==> src/rtl/pwm_gen.sv <==
// PWM generator with a one-deep configuration buffer.
// New duty/period values only take effect in IDLE or on the period wrap edge.
module pwm_gen #(
    parameter int WIDTH = 8
) (
    input  logic             ck,
    input  logic             rst,
    input  logic             en,
    input  logic             cfg_valid,
    output logic             cfg_ready,
    input  logic [WIDTH-1:0] cfg_duty,
    input  logic [WIDTH-1:0] cfg_period,
    output logic             pwm,
    output logic             cycle_end
);

    localparam logic [0:0] IDLE = 1'b0;
    localparam logic [0:0] RUN  = 1'b1;

    logic [0:0]       state;
    logic [WIDTH-1:0] cnt;
    logic [WIDTH-1:0] duty_a;
    logic [WIDTH-1:0] per_a;
    logic [WIDTH-1:0] pend_duty;
    logic [WIDTH-1:0] pend_per;
    logic             pend_valid;

    logic accept;
    logic wrap;
    logic apply;

    assign cfg_ready = !pend_valid;
    assign accept    = cfg_valid && cfg_ready;
    assign wrap      = (state == RUN) && (cnt == per_a);

    // accept and apply are mutually exclusive: accept needs pend_valid=0, apply needs pend_valid=1,
    // so a value offered on the wrap edge lands in pending and waits for the following wrap.
    always_comb begin
        apply = 1'b0;
        if (pend_valid) begin
            if (state == IDLE)
                apply = 1'b1;
            else if (en && wrap)
                apply = 1'b1;
        end
    end

    always_ff @(posedge ck) begin
        if (rst) begin
            state      <= IDLE;
            cnt        <= '0;
            duty_a     <= '0;
            per_a      <= '1;
            pend_duty  <= '0;
            pend_per   <= '0;
            pend_valid <= 1'b0;
        end else begin
            if (apply) begin
                duty_a <= pend_duty;
                per_a  <= pend_per;
            end

            if (accept) begin
                pend_duty  <= cfg_duty;
                pend_per   <= cfg_period;
                pend_valid <= 1'b1;
            end else if (apply) begin
                pend_valid <= 1'b0;
            end

            case (state)
                IDLE: begin
                    cnt <= '0;
                    if (en)
                        state <= RUN;
                end
                default: begin
                    if (!en) begin
                        state <= IDLE;
                        cnt   <= '0;
                    end else if (cnt == per_a) begin
                        cnt <= '0;
                    end else begin
                        cnt <= cnt + 1'b1;
                    end
                end
            endcase
        end
    end

    assign pwm       = (state == RUN) && (cnt < duty_a);
    assign cycle_end = wrap;

endmodule

==> config.mk <==
export PLATFORM = sky130hd
export DESIGN_NAME = pwm_gen
export DESIGN_NICKNAME = d
export VERILOG_FILES = /design/src/rtl/pwm_gen.sv
export SDC_FILE = /design/constraint.sdc
export NUM_CORES = 1
export LEC_CHECK = 0
export BUFFER_PORTS_ARGS = -buffer_cell sky130_fd_sc_hd__buf_2
export CORE_UTILIZATION = 40
export DETAILED_ROUTE_END_ITERATION = 10
export GPL_TIMING_DRIVEN = 1
export MAX_ROUTING_LAYER = met4
export PLACE_DENSITY = 0.66
export SLEW_MARGIN = 15
export SYNTH_ARGS = -nofsm -noshare
export SYNTH_HDL_FRONTEND = slang
export SYNTH_SLANG_ARGS = --single-unit
==> constraint.sdc <==
create_clock -name ck -period 3.6 [get_ports ck]
set_input_delay 0.54 -clock ck [delete_from_list [all_inputs] [get_ports ck]]
set_output_delay 0.54 -clock ck [all_outputs]
set_load 0.02 [all_outputs]
==> results.md <==
- Via count of the first global-routing pass: 1247
- Fraction of registers with async set/reset: 0
- DR vias: 1388
- Synth top area share: 0.469
- H-tree depth: 2
- IO Count: 23
- Outcome: complete, no violations
- Total GRT Usage: 0.168
- Postcts setup bufs: 0
- Grt ovf: 0
- Worst Path Max Fanout: 6
- I/O Buffers: 22
- Initial DRT Pass Iterations: 4
- Pwr dens: 498 nW/µm²
- Iteration-0 DRC Markers: 53
- Endpoints failing setup: 0
- Fin. max-slew vios: 0
- Rel. slew slack: 0.323
- Syn Nets: 240
- Mux cell area share after synthesis: 0.0447
- Post-Syn Area per Cell: 8.46 µm²
- Seq cells post-synth: 42
- Internal power: 813 µW
- Initial Util: 0.433
- Number of routed nets with antenna violations: 0
- Post-synthesis xor/xnor area fraction: 0.0684
- DRC: 0
- First-pass GRT wire length: 5530 µm
- Initial antenna violation count: 0
- Crit path DAT: 1.85 ns
- Hold crit path type: reg -> reg
- Least-Margin Pin Slew: 1.01 ns
- Seq pwr share: 0.484
- Final Skew: 0.00657 ns
- Clock Latency Late Sink: 0.29 ns
- Pin count of the biggest net entering global routing: 43
- Clk sinks: 42
- Crit path kind: reg -> out
- Final Hold Fails: 0
- CTS tree: done
- Main combinational cell family by area after synthesis: simple AND/OR/NAND/NOR gates
- Unrepaired setup endpoints after global routing: no
- HPWL Detailed: 2270 µm
- Largest area contributor in the netlist: dfxtp_1
- Switching share of power: 0.210
- Routed length per instance: 11.3 µm
- Clk pwr share: 0.443
- Leak pwr: 0.000801 µW
- Fmax: 419 MHz
- Crit end category: output port
- Number of CTS-inserted buffers: 5
- Worst VDD drop: 0.246 mV
- Synth Flop Type: dfxtp_1
- Via-to-Cell Ratio: 4.90
- Warnings, synthesis: 0
- Post-Syn Area: 1790 µm²
- Minimum clock period: 2.39 ns
- Setup tns final: 0 ns
- Chip height: 69.0 µm
- Post-synthesis compound-gate area fraction: 0.108
- Net Sw Power: 216 µW
- Simple-Gate Fraction of Synth Area: 0.204
- Tcrit/Tclk final: 0.664
- Adder-Cell Fraction of Synth Area: 0.0558
- Clock buffer depth: 2
- N_diodes: 0
- Row count: 23
- Post_cts resized: 0
- Req. time, crit path: 3.06 ns
- Fin nets: 260
- CTS hold repair buffers: 0
- Area Overhead vs Synth: 15.3%
- Clock Tree Root: clkbuf_8
- Chip Width: 69.0 µm
- Maxcap violations: 0
- Layout cells sized above 1: 0.142
- Post-synthesis cell type count: 24
- GPL Wtd Cong: 0.852
- Synth area leaders: dfxtp_1 (47%), nand2_1 (7.5%), a21oi_1 (7.3%)
- Number of enable flip-flop cells after synthesis: 0
- Die Area: 4750 µm²
- Core Box Area: 4140 µm²
- CP Launch Type: flip-flop
- Routed WL: 3210 µm
- Synth Instances: 212
- Worst setup margin: 1.21 ns
- Clk slew on worst S/H paths: 0.08 ns
- Register area share after synthesis: 0.469
- Gate power share: 0.073
- Worst Setup Slack post-DPL: 1.49 ns
cells by family after synthesis:
logic type | count (synthesis)
AOI/OAI and AO/OA | 32
DFF | 42
and+or+nand+nor | 87
muxes | 8
buffers and inverters | 21
xor gates and xnor gates | 14
adders and majority gates | 8
cell usage after synthesis (all sizes together), types with 2 or more instances:
master,instances
nand3,7
a21o,2
buf,2
xnor2,9
inv,11
dfxtp,42
mux2i,8
nor2,28
nand2,36
nand4,2
a21oi,26
xor2,5
ha,8
nor2b,2
clkbuf,8
nor3,8
and3,2
critical path, stage by stage (launching register included):
cell and delay [ns]:
dfxtp_1 0.44, ha_1 0.26, a21o_1 0.15, a21oi_1 0.13
nor2b_1 0.06, o311ai_0 0.28, buf_2 0.23
sequential cells by signal, summed over array words and instances, names as in the netlist:
register / flops
cnt: 8
per_a: 8
pend_valid: 1
pend_per: 8
pend_duty: 8
duty_a: 8
state: 1
power by group through the flow:
| stage | clock [µW] | combinational (µW) | sequential (µW) |
|---|---|---|---|
| 5_1_grt | 479 | 86.6 | 501 |
| 4_1_cts | 465 | 76.5 | 498 |
| 3_3_place_gp | 0 | 75.3 | 509 |
| 2_1_floorplan | 0 | 57.7 | 506 |
| 3_5_place_dp | 0 | 76.2 | 509 |
| 6_report | 456 | 75.2 | 498 |
per-stage QoR:
step                      hold slack [ns]  power [µW]  std cells  instance area [µm²]  utilization
after floorplan                     0.436         563        212                 1790            -
after global placement              0.445         584        275                 1920        0.464
after detailed placement            0.448         586        275                 1920        0.464
after CTS                           0.459        1040        283                 2070        0.499
after global routing                0.466        1070        283                 2070        0.499
final                               0.456        1030        283                 2070        0.499
cells in the final DEF, fill, tap and decap left out, drive strengths merged:
cell and n:
nand2 36, buf 23, dfxtp 42, inv 11, nor2 28, bufinv 2, clkbuf 6, a21o 2
and3 2, o311ai 1, or2 1, nor3 8, a21oi 26, nand2b 1, xnor2 9, nand4 2
o211ai 1, mux2i 8, nor2b 2, o32ai 1, xor2 5, ha 8, o21ai 1, nand3 7
final timing paths:
| path | from | endpoint | slack (ns) | depth (start not counted) |
|---|---|---|---|---|
| setup reg to reg | cnt[0] | duty_a[6] | 1.56 | 6 |
| hold / removal | pend_per[2] | pend_per[2] | 0.46 | 2 |
| setup / recovery | cnt[1] | pwm | 1.21 | 6 |
| hold reg to reg | pend_per[2] | pend_per[2] | 0.46 | 2 |
metal layers:
layer / vias to the layer above / part of all wire / track usage
met5: - / 0 / -
met4: 0 / 0.029 / 0.115
met3: 7 / 0.031 / 0.0362
met2: 22 / 0.44 / 0.242
met1: 621 / 0.50 / 0.208
li1: 738 / - / -
layout make-up:
class                           instances  area, µm²
Clock inverter                          2       60.1
Clock buffer                            6       82.6
Tap cell                               50       62.6
Multi-Input combinational cell        149        862
Sequential cell                        42        841
Inverter                               11       41.3
Timing Repair Buffer                   23        118
Fill cell                             431       2080
(Power assumes the default switching activity.)
